### config.mk
export PLATFORM = sky130hd
export DESIGN_NAME = connect_box_w7_t8
export DESIGN_NICKNAME = d
export VERILOG_FILES = /design/src/rtl/cb_pkg.sv /design/src/rtl/cb_config_reg.sv /design/src/rtl/connect_box_w7_t8.sv
export SDC_FILE = /design/constraint.sdc
export NUM_CORES = 1
export LEC_CHECK = 0
export ABC_CLOCK_PERIOD_IN_PS = 2700
export CORE_MARGIN = 2
export CORE_UTILIZATION = 35
export DETAILED_ROUTE_END_ITERATION = 8
export GPL_TIMING_DRIVEN = 0
export PLACE_DENSITY = 0.81
export SYNTH_ARGS = -nofsm -noshare
export SYNTH_HDL_FRONTEND = slang
export SYNTH_HIERARCHICAL = 1
export SYNTH_SLANG_ARGS = --single-unit
### constraint.sdc
create_clock -name clk -period 2.7 [get_ports clk]
set_clock_uncertainty 0.05 [all_clocks]
set_input_delay 0.81 -clock clk [delete_from_list [all_inputs] [get_ports clk]]
set_output_delay 0.81 -clock clk [all_outputs]
set_load 0.02 [all_outputs]
### src/rtl/cb_pkg.sv
// Shared constants and elaboration-time helpers for the connection box.
package cb_pkg;

  localparam int unsigned CFG_W        = 32;
  localparam logic [7:0]  CFG_ADDR_IDX = 8'h00;

  function automatic int unsigned clog2(input int unsigned v);
    int unsigned r;
    r = 0;
    while ((32'd1 << r) < v) r++;
    return r;
  endfunction

  function automatic int unsigned popcount(input logic [31:0] v);
    int unsigned c;
    c = 0;
    for (int i = 0; i < 32; i++) c += 32'(v[i]);
    return c;
  endfunction

endpackage

### src/rtl/cb_config_reg.sv
// Index-0 config register with async reset, address decode and readback mux.
module cb_config_reg
  import cb_pkg::*;
#(
  parameter int unsigned SW = 3
) (
  input  logic             clk,
  input  logic             reset,
  input  logic [CFG_W-1:0] config_addr,
  input  logic [CFG_W-1:0] config_data,
  input  logic             config_en,
  output logic [SW-1:0]    sel,
  output logic [CFG_W-1:0] read_data
);

  logic [CFG_W-1:0] cfg_q, cfg_d;
  logic             hit;
  logic             unused_addr_lo;

  assign hit            = (config_addr[31:24] == CFG_ADDR_IDX);
  assign unused_addr_lo = ^config_addr[23:0];

  always_comb begin
    cfg_d = cfg_q;
    if (config_en && hit) cfg_d = config_data;
  end

  always_ff @(posedge clk or posedge reset) begin
    if (reset) cfg_q <= '0;
    else       cfg_q <= cfg_d;
  end

  assign sel       = cfg_q[SW-1:0];
  assign read_data = hit ? cfg_q : '0;

endmodule

### src/rtl/connect_box_w7_t8.sv
// Connection box: config-selected combinational mux from routing tracks to one core input.
module connect_box_w7_t8
  import cb_pkg::*;
#(
  parameter int unsigned WIDTH               = 7,
  parameter int unsigned NUM_TRACKS          = 8,
  parameter int unsigned HAS_CONSTANT        = 0,
  parameter int unsigned DEFAULT_VALUE       = 0,
  parameter logic [7:0]  FEEDTHROUGH_OUTPUTS = 8'hFF
) (
  input  logic             clk,
  input  logic             reset,
  input  logic [CFG_W-1:0] config_addr,
  input  logic [CFG_W-1:0] config_data,
  input  logic             config_en,
  input  logic [WIDTH-1:0] in_0,
  input  logic [WIDTH-1:0] in_1,
  input  logic [WIDTH-1:0] in_2,
  input  logic [WIDTH-1:0] in_3,
  input  logic [WIDTH-1:0] in_4,
  input  logic [WIDTH-1:0] in_5,
  input  logic [WIDTH-1:0] in_6,
  input  logic [WIDTH-1:0] in_7,
  output logic [WIDTH-1:0] out,
  output logic [CFG_W-1:0] read_data
);

  localparam int unsigned N      = popcount(32'(FEEDTHROUGH_OUTPUTS));
  localparam int unsigned NI     = N + HAS_CONSTANT;
  localparam int unsigned SW_RAW = clog2(NI);
  localparam int unsigned SW     = (SW_RAW == 0) ? 1 : SW_RAW;

  logic [SW-1:0]    sel;
  logic [WIDTH-1:0] tracks [8];
  logic [WIDTH-1:0] mux_in [NI];

  assign tracks[0] = in_0;
  assign tracks[1] = in_1;
  assign tracks[2] = in_2;
  assign tracks[3] = in_3;
  assign tracks[4] = in_4;
  assign tracks[5] = in_5;
  assign tracks[6] = in_6;
  assign tracks[7] = in_7;

  cb_config_reg #(.SW(SW)) u_cfg (
    .clk         (clk),
    .reset       (reset),
    .config_addr (config_addr),
    .config_data (config_data),
    .config_en   (config_en),
    .sel         (sel),
    .read_data   (read_data)
  );

  // Enabled track i lands at slot = number of enabled tracks below it.
  for (genvar i = 0; i < 8; i++) begin : g_trk
    if (i < NUM_TRACKS && FEEDTHROUGH_OUTPUTS[i]) begin : g_en
      assign mux_in[popcount(32'(FEEDTHROUGH_OUTPUTS) & ((32'd1 << i) - 32'd1))] = tracks[i];
    end else begin : g_off
      logic unused_trk;
      assign unused_trk = ^tracks[i];
    end
  end

  if (HAS_CONSTANT != 0) begin : g_const
    assign mux_in[N] = WIDTH'(DEFAULT_VALUE);
  end

  always_comb begin
    out = '0;
    for (int k = 0; k < int'(NI); k++) begin
      if (sel == SW'(k)) out = mux_in[k];
    end
  end

endmodule

==> summary by stage, run 1 <==
Status
The flow ran to the end, but the final reports show violations. The final reports fail on setup timing.

CTS
Clock-pin slew was measured on the worst setup and hold paths at approximately 70 ps. The total number of clock tree sinks is 32. Counting along the longest clock path gives a buffer depth of 2.

Clock tree synthesis selected as its root buffer the cell sky130_fd_sc_hd__clkbuf_8. TritonCTS built the clock tree. The H-tree depth reported by CTS is 2.

The number of buffers created by CTS is 5. The worst-skew pair later-pin latency is 270 ps. The number of hold-repair buffers added at the cts stage is 0.

Setup path
STA classifies the critical path endpoint as a primary output. The worst reg2reg path startpoint is u_cfg/cfg_q[1]. The critical register-to-register path endpoint is u_cfg/cfg_q[1]. Along the worst path, the maximum fanout reaches 2. The stage delay of the slowest cell on the critical path is between 300 and 400 ps. The signal on the critical path passes through clkdlybuf4s15_1 -> nand2b_1 -> a21boi_1 -> o21ai_1 -> a21oi_1 -> buf_4. The library cell contributing the largest single delay on the critical path is sky130_fd_sc_hd__a21boi_1.

The endpoint arrival time on the critical path is roughly 1900 ps. The number of buffer and inverter instances along the worst setup path is 2. By startpoint and endpoint, the worst setup path is classified as input port to primary output. The gate family responsible for the most delay along the worst path is compound AO/OA/AOI/OAI gates. For the worst setup path, the data required time is 1840 ps.

The cell depth of the worst flop-to-flop path is 2. Across all register-to-register paths, the minimum setup slack is about 1700 ps. The type of element launching the critical path is an input port.

Logic synthesis
The share of flip-flops with an asynchronous set or reset after synthesis is 100%. After synthesis, the largest family of logic cells by area is multiplexers. The synthesized netlist devotes 0% of its cell area to XOR and XNOR gates. The register bit count reported by yosys is 32. For this run, the leading register cell type out of synthesis is sky130_fd_sc_hd__dfrtp_1.

The unique cell type count in the Yosys netlist is 31. Sequential cells were found to cover a little over a third of the synthesized design area. The post-synthesis instance area is 0.00227 sq mm. Yosys printed 6 warnings. After technology mapping, the gate count stands at approximately 190. The number of nets in the synthesized netlist is between 300 and 400. Multiplexer cells account for a little under a third of the synthesized area.

A synthesized cell averages ~12 sq um. Of the total synthesized cell area, the portion taken by full adders, half adders and majority gates is 0%. The synthesized netlist devotes around 15% of its cell area to simple gates. The fraction of the mapped netlist area in compound gates is 12.5%. The number of synthesized flops with an enable pin is 0.

Placement
Timing analysis after detailed placement gives a worst setup slack of -1300 ps. Detailed placement ended at an HPWL of 5380 um. The congestion estimate from routability-driven global placement came to a little under 0.9. During placement, the flow inserted port buffers numbering about 140.

The number of placed instances with taps included is 402.

Floorplanning
The core area is between 0.006 and 0.007 sq mm. The die outline height is ~85 um. The initial utilization of the core area, before any placement, comes to 36.0%.

The number of rows created at floorplan is 29. From left edge to right edge, the die measures 84.6 um. The die covers roughly 0.0072 sq mm. In this run the count of I/O pins placed on the die edge is roughly 160.

Drt
The detail-routed via count per cell is 5.40. The number of detailed-route iterations in the first pass is 4. The residual DRC count is 0. Dividing the detail-routed wire length by the instance count gives 19.9 um. Across all layers, the routed design uses 2345 vias. The number of violations reported at the end of detailed-routing iteration 0 is roughly 60. The post-detailed-route count of antenna-violating nets is 0.

After detailed routing, the total wire length is approximately 8600 um.

Layout
Relative to the synthesized area, the layout overhead comes to 96.9%. The number of inserted filler cells in the final layout is approximately 440. The register with the most flip-flops in the layout has 32 of them.

The register with the highest flop count is u_cfg/cfg_q. The largest registers in the layout are u_cfg/cfg_q x32. The number of diodes added for antenna fixing is 0. Cells with a size suffix above 1 make up about 55% of the layout. The count of nets after finishing is 480. After the flow finishes, the layout carries non-filler instances totaling around 430.

Once layout is complete, the utilization of the core stands at between 70% and 80%.

STA
The transition time of the tightest slew-check pin is approximately 530 ps. Final hold analysis gives a worst-case slack of around 460 ps. Setup violations remaining at the end of the flow were counted as 26. Static timing analysis puts the maximum clock frequency at between 300 and 400 MHz. The share of the cycle needed by the critical path after routing is 102%. The final number of hold-violating endpoints was 0.

The tightest slew margin relative to the limit is between 60% and 70%. The number of slew-limit violations in the final report is 0. Setup slack on the critical path of the routed design comes to -66.0 ps. The worst path in the final design needs a cycle of ~2800 ps, including I/O delays and setup. Setup repair after global routing could not meet its margin everywhere.

Global routing
The total global routing overflow is 0. Global routing used between 20% and 30% of the available tracks. The number of antenna violations at the first check in global routing is 0. The first global-routing pass estimated 12200 um of wire. The number of global-route vias before repair is roughly 2400. Entering global routing, the biggest net connects 33 pins.

Power
The peak ir drop on the vdd network is 244 uV. Power comes to around 1300 uW. The power density normalized to cell area is between 200 and 300 mW/mm^2. The analysis attributes to cell leakage a power of 0.00214 uW.

Min path
The launch instance of the worst min-delay path is u_cfg/cfg_q[9]. The type of the worst min-delay path is flip-flop to flip-flop. The number of cells traversed by the worst hold path is 1.

For hold timing, the worst endpoint is u_cfg/cfg_q[9].

Flow run
The number of max-capacitance violations reported is 0.
-- layout make-up --
class                           count  area [sq um]  area share (%)
Timing Repair Buffer              166          1670            37.2
Multi-Input combinational cell    134          1600            35.8
Sequential cell                    32           802            17.9
Buffer                             17           226            5.06
Tap cell                           77          96.3            2.15
Clock buffer                        5          68.8            1.54
Clock inverter                      2          12.5           0.279
Inverter                            1          3.75          0.0838
-- where the power goes --
| group | switching (uW) | internal [uW] | total (uW) | leakage, uW |
|---|---|---|---|---|
| combinational | 141 | 243 | 384 | 0.00167 |
| sequential | 17.1 | 502 | 519 | 0.000440 |
| clock | 177 | 174 | 351 | 0.0000400 |
-- repair_timing --
| action | CTS | global route |
|---|---|---|
| hold endpoints to repair | 0 | 0 |
| endpoints found under the setup margin | 39 | 37 |
| buffers inserted | 12 | 9 |
| gates resized for setup | 389 | 61 |
| pin swaps | 44 | 29 |
| cloned | 6 | 1 |
-- metal layers --
| layer | vias up | routed length, um | global-route usage (%) | share of wire (%) |
|---|---|---|---|---|
| li1 | 1046 | - | - | - |
| met1 | 1145 | 3330 | 24.2 | 39 |
| met2 | 140 | 4420 | 38.8 | 51 |
| met3 | 14 | 743 | 6.69 | 8.6 |
| met4 | 0 | 128 | 5.48 | 1.5 |
| met5 | - | 0 | 0 | 0 |
-- worst register-to-register path, stage by stage (launching register included) --
cell	delay, ps
sky130_fd_sc_hd__dfrtp_2	480
sky130_fd_sc_hd__buf_4	160
sky130_fd_sc_hd__mux2_4	240
-- worst max-delay path by stage --
stage	cells past startpoint	startpoint	endpoint	slack, ps
6_report	6	in_5[0]	out[0]	-70
5_1_grt	6	u_cfg/cfg_q[1]	out[0]	-90
4_1_cts	7	config_addr[26]	read_data[9]	-20
3_5_place_dp	5	config_addr[31]	read_data[9]	-1300
3_3_place_gp	5	config_addr[31]	read_data[9]	-1250
2_1_floorplan	3	config_addr[31]	read_data[10]	7
-- cells in the final DEF (no fill, tap or decap), types with 4 or more instances in the layout --
| cell type | netlist | layout |
|---|---|---|
| sky130_fd_sc_hd__buf_6 | 5 | 45 |
| sky130_fd_sc_hd__clkdlybuf4s50_1 | 0 | 41 |
| sky130_fd_sc_hd__mux2_4 | 30 | 31 |
| sky130_fd_sc_hd__dfrtp_1 | 32 | 31 |
| sky130_fd_sc_hd__dlygate4sd2_1 | 0 | 29 |
| sky130_fd_sc_hd__and3_4 | 0 | 25 |
| sky130_fd_sc_hd__buf_4 | 5 | 22 |
| sky130_fd_sc_hd__clkdlybuf4s15_1 | 0 | 19 |
| sky130_fd_sc_hd__clkbuf_8 | 0 | 12 |
| sky130_fd_sc_hd__buf_8 | 0 | 9 |
| sky130_fd_sc_hd__mux2i_1 | 8 | 7 |
| sky130_fd_sc_hd__a32o_2 | 0 | 6 |
| sky130_fd_sc_hd__nand2b_1 | 6 | 6 |
| sky130_fd_sc_hd__mux4_2 | 6 | 6 |
| sky130_fd_sc_hd__a2111oi_4 | 0 | 6 |
| sky130_fd_sc_hd__a21boi_1 | 0 | 5 |
| sky130_fd_sc_hd__o21ai_1 | 1 | 5 |
| sky130_fd_sc_hd__and3_1 | 30 | 5 |
| sky130_fd_sc_hd__a21oi_1 | 6 | 4 |
| sky130_fd_sc_hd__nor2_1 | 6 | 4 |
| sky130_fd_sc_hd__buf_2 | 3 | 4 |
-- stage by stage --
stage / cell area, sq um / setup TNS [ps]
after floorplan: 2280 / 0
after global placement: 3750 / -43610
after detailed placement: 3750 / -47820
after CTS: 4190 / -121
after global routing: 4480 / -2040
final: 4480 / -346
-- logic make-up after synthesis --
| group | after synthesis |
|---|---|
| compound gates | 34 |
| flops | 32 |
| mux | 47 |
| buf+inv | 22 |
| simple gates | 53 |
-- cell usage after synthesis (2+ instances only) --
library cell	number	area, sq um
sky130_fd_sc_hd__nor4_2	2	25.0
sky130_fd_sc_hd__nor2_1	6	22.5
sky130_fd_sc_hd__and3_2	2	15.0
sky130_fd_sc_hd__and3_1	30	188
sky130_fd_sc_hd__a21boi_0	6	45.0
sky130_fd_sc_hd__mux2i_1	8	80.1
sky130_fd_sc_hd__buf_6	5	56.3
sky130_fd_sc_hd__clkbuf_1	8	30.0
sky130_fd_sc_hd__buf_4	5	37.5
sky130_fd_sc_hd__o21ai_0	6	30.0
sky130_fd_sc_hd__buf_2	3	15.0
sky130_fd_sc_hd__mux2_2	3	33.8
sky130_fd_sc_hd__a32o_1	6	60.1
sky130_fd_sc_hd__mux2_4	30	450
sky130_fd_sc_hd__a21oi_1	6	30.0
sky130_fd_sc_hd__dfrtp_1	32	801
sky130_fd_sc_hd__nand2b_1	6	37.5
sky130_fd_sc_hd__a2111oi_2	6	90.1
sky130_fd_sc_hd__mux4_2	6	135
Note: power is estimated with default switching activity, not from simulation.
==> run 2: changes to the inputs <==
--- a/config.mk
+++ b/config.mk
@@ -11,6 +11,7 @@
 export DETAILED_ROUTE_END_ITERATION = 8
 export GPL_TIMING_DRIVEN = 0
 export PLACE_DENSITY = 0.81
+export SLEW_MARGIN = 20
 export SYNTH_ARGS = -nofsm -noshare
 export SYNTH_HDL_FRONTEND = slang
 export SYNTH_HIERARCHICAL = 1
==> summary by stage, run 2 (synthesized netlist as in run 1, its figures left out) <==
Status
The flow ran to the end, but the final reports show violations. The final reports fail on setup timing.

STA
The worst hold slack is approximately 460 ps. The share of the cycle needed by the critical path after routing is 101%. The achievable clock frequency is 365 MHz. The setup total negative slack is -304 ps.

The final number of hold-violating endpoints came to 0. The minimum period implied by the final worst setup slack is around 2700 ps. Setup repair after global routing could not meet its margin everywhere.

In the post-route analysis, the smallest setup slack over all paths is -36.8 ps. The number of slew-limit violations in the final report is 0. The transition time of the tightest slew-check pin is roughly 670 ps.

Setup violations remaining at the end of the flow were counted as 26. Headroom to the max-slew limit came out at 55.3%.

Layout
For this run, the number of standard cells in the final layout without fillers is between 400 and 500. The relative area change from synthesis to final layout is 97.0%. The top cell types in the final layout, fill and taps aside, are sky130_fd_sc_hd__buf_6 (49), sky130_fd_sc_hd__clkdlybuf4s50_1 (36), sky130_fd_sc_hd__dfrtp_1 (32), sky130_fd_sc_hd__mux2_4 (31), sky130_fd_sc_hd__dlygate4sd2_1 (30). The flip-flop count of the largest register, all copies and words added is 32. With fillers left out, the area of the finished cells amounts to 0.00448 sq mm. The register with the highest flop count is u_cfg/cfg_q. The commonest non-fill, non-tap cell in the layout is sky130_fd_sc_hd__buf_6. The number of diodes added for antenna fixing is 0. The largest registers in the layout are u_cfg/cfg_q x32. The fraction of final layout cells sized beyond drive strength 1 is approximately 57%. The count of nets after finishing is 475.

Placement
The count of buffers added on input and output ports is roughly 140. The number of placed instances with taps included is 402. The congestion estimate from routability-driven global placement came to 0.890. After detailed placement, the total cell area comes to 0.00375 sq mm. The HPWL after detailed placement is about 5300 um.

Power
IR analysis of the VDD net gives a maximum drop of approximately 290 uV. The leakage power figure is roughly 0.0022 uW. The power density normalized to cell area is 302 mW/mm^2.

CTS
Clock-pin slew was measured on the worst setup and hold paths at around 70 ps. No sink is reached through more buffers than the 2 on the longest clock path. The library cell used as clock root buffer is sky130_fd_sc_hd__clkbuf_8. The number of buffers created by CTS is 5. In this run, post-CTS hold repair placed 0 buffers.

The TritonCTS clock tree is built. The worst-skew pair later-pin latency is between 200 and 300 ps. The clock drives 32 sinks. The clock tree synthesis step divided the H-tree into 2 levels.

Min path
Counting instances, the worst hold path has a depth of 1. The end of the worst hold path is u_cfg/cfg_q[4]. In this run the worst hold path is classified as flip-flop to flip-flop. The launch instance of the worst min-delay path is u_cfg/cfg_q[4].

Global routing
The total global routing overflow is 0. The largest net degree at the start of global routing is 33. The number of global-route vias before repair is 2534. The combined global-route utilization of all metal layers is approximately 22%. The number of antenna violations at the first check in global routing was 0. The global-route wire length before repair is between 10000 and 15000 um.

Floorplanning
The region available for standard cell placement spans ~0.0063 sq mm. For this design the top-level I/O count stands at around 160. In this run the vertical extent of the chip is between 80 and 90 um. The floorplan has 29 rows. The die covers roughly 0.007 sq mm. Once the floorplan was initialized, standard cells occupied about 36% of the core. The die span in x is ~85 um.

Setup path
The type of element launching the critical path is an input port. The cell depth of the worst flop-to-flop path is 3. The endpoint arrival time on the critical path is between 1500 and 2000 ps. The required arrival time at the worst endpoint is between 1500 and 2000 ps. The worst reg2reg path startpoint is u_cfg/cfg_q[2]. The worst setup path is of the input port to primary output kind.

Of all nets on the critical path, the largest fanout is 1. The element type at the critical path end is a primary output. In this run the register-to-register setup slack is approximately 1700 ps. The endpoint identified for the worst register-to-register timing path is u_cfg/cfg_q[2].

Drt
The number of violations reported at the end of detailed-routing iteration 0 is 50. The total number of vias is approximately 2300. The number of detailed-route iterations in the first pass is 4. The detailed-route wire length per cell is just under 20 um. The detail-routed via count per cell is about 5.3.

In the routed design, unresolved DRC markers number 0. Summed over all layers, the routed wires come to 8510 um. The post-detailed-route count of antenna-violating nets is 0.

Flow run
The number of max-capacitance violations reported is 0.
-- run 2: through the flow --
stage / setup WS, ps / total power, uW / utilization, %
after detailed placement: -1310 / 848 / 59.4
after floorplan: 6.58 / 654 / -
after global placement: -1250 / 842 / 59.4
after global routing: -95.1 / 1410 / 71.0
after CTS: -18.6 / 1330 / 66.6
final: -36.8 / 1350 / 71.0
-- run 2: timing repair --
action,4_1_cts,5_1_grt
setup endpoints to repair,39,37
gates resized for setup,392,72
buffers inserted,7,6
gates cloned,9,1
pin swaps,39,24
-- run 2: where the power goes --
part / leakage [uW] / switching, uW / internal (uW) / total [uW]
clock: 0.0000541 / 179 / 273 / 452
sequential: 0.000441 / 16.1 / 502 / 518
combinational: 0.00167 / 144 / 237 / 381
total: 0.00216 / 339 / 1010 / 1350
-- run 2: how the worst max path moves through the flow --
stage / startpoint / to / slack, ps / cells after the start
6_report: in_0[5] / out[5] / -40 / 5
5_1_grt: u_cfg/cfg_q[1] / out[5] / -100 / 7
4_1_cts: config_addr[26] / read_data[21] / -20 / 6
3_5_place_dp: config_addr[31] / read_data[9] / -1310 / 5
3_3_place_gp: config_addr[31] / read_data[9] / -1250 / 5
2_1_floorplan: config_addr[31] / read_data[10] / 7 / 3
-- run 2: layer usage --
metal  vias to the layer above  track usage [%]  wire length (um)
met5                         -                0                 0
li1                       1035                -                 -
met1                      1116             24.1              3180
met4                         0             7.94                68
met3                         6             7.77               846
met2                       132             39.2              4420
-- run 2: layout make-up --
class,instances,area (sq um)
tap,77,96.3
clock inverter,3,42.5
multi-input combinational,134,1640
clock buffer,5,68.8
fill,439,1830
sequential,32,801
buffer,18,243
inverter,1,3.75
timing repair buffer,160,1590
-- run 2: critical path, cell delays in order --
cell and delay (ps):
sky130_fd_sc_hd__dlygate4sd2_1 240, sky130_fd_sc_hd__mux2_4 270, sky130_fd_sc_hd__o31ai_2 290, sky130_fd_sc_hd__o21ai_2 120
sky130_fd_sc_hd__buf_6 140
==> run 3: changes to the inputs <==
--- a/config.mk
+++ b/config.mk
@@ -6,6 +6,7 @@
 export NUM_CORES = 1
 export LEC_CHECK = 0
 export ABC_CLOCK_PERIOD_IN_PS = 2700
+export CAP_MARGIN = 5
 export CORE_MARGIN = 2
 export CORE_UTILIZATION = 35
 export DETAILED_ROUTE_END_ITERATION = 8
==> results of run 3 <==
The final DEF is identical to that of run 2; final timing and power are the same.
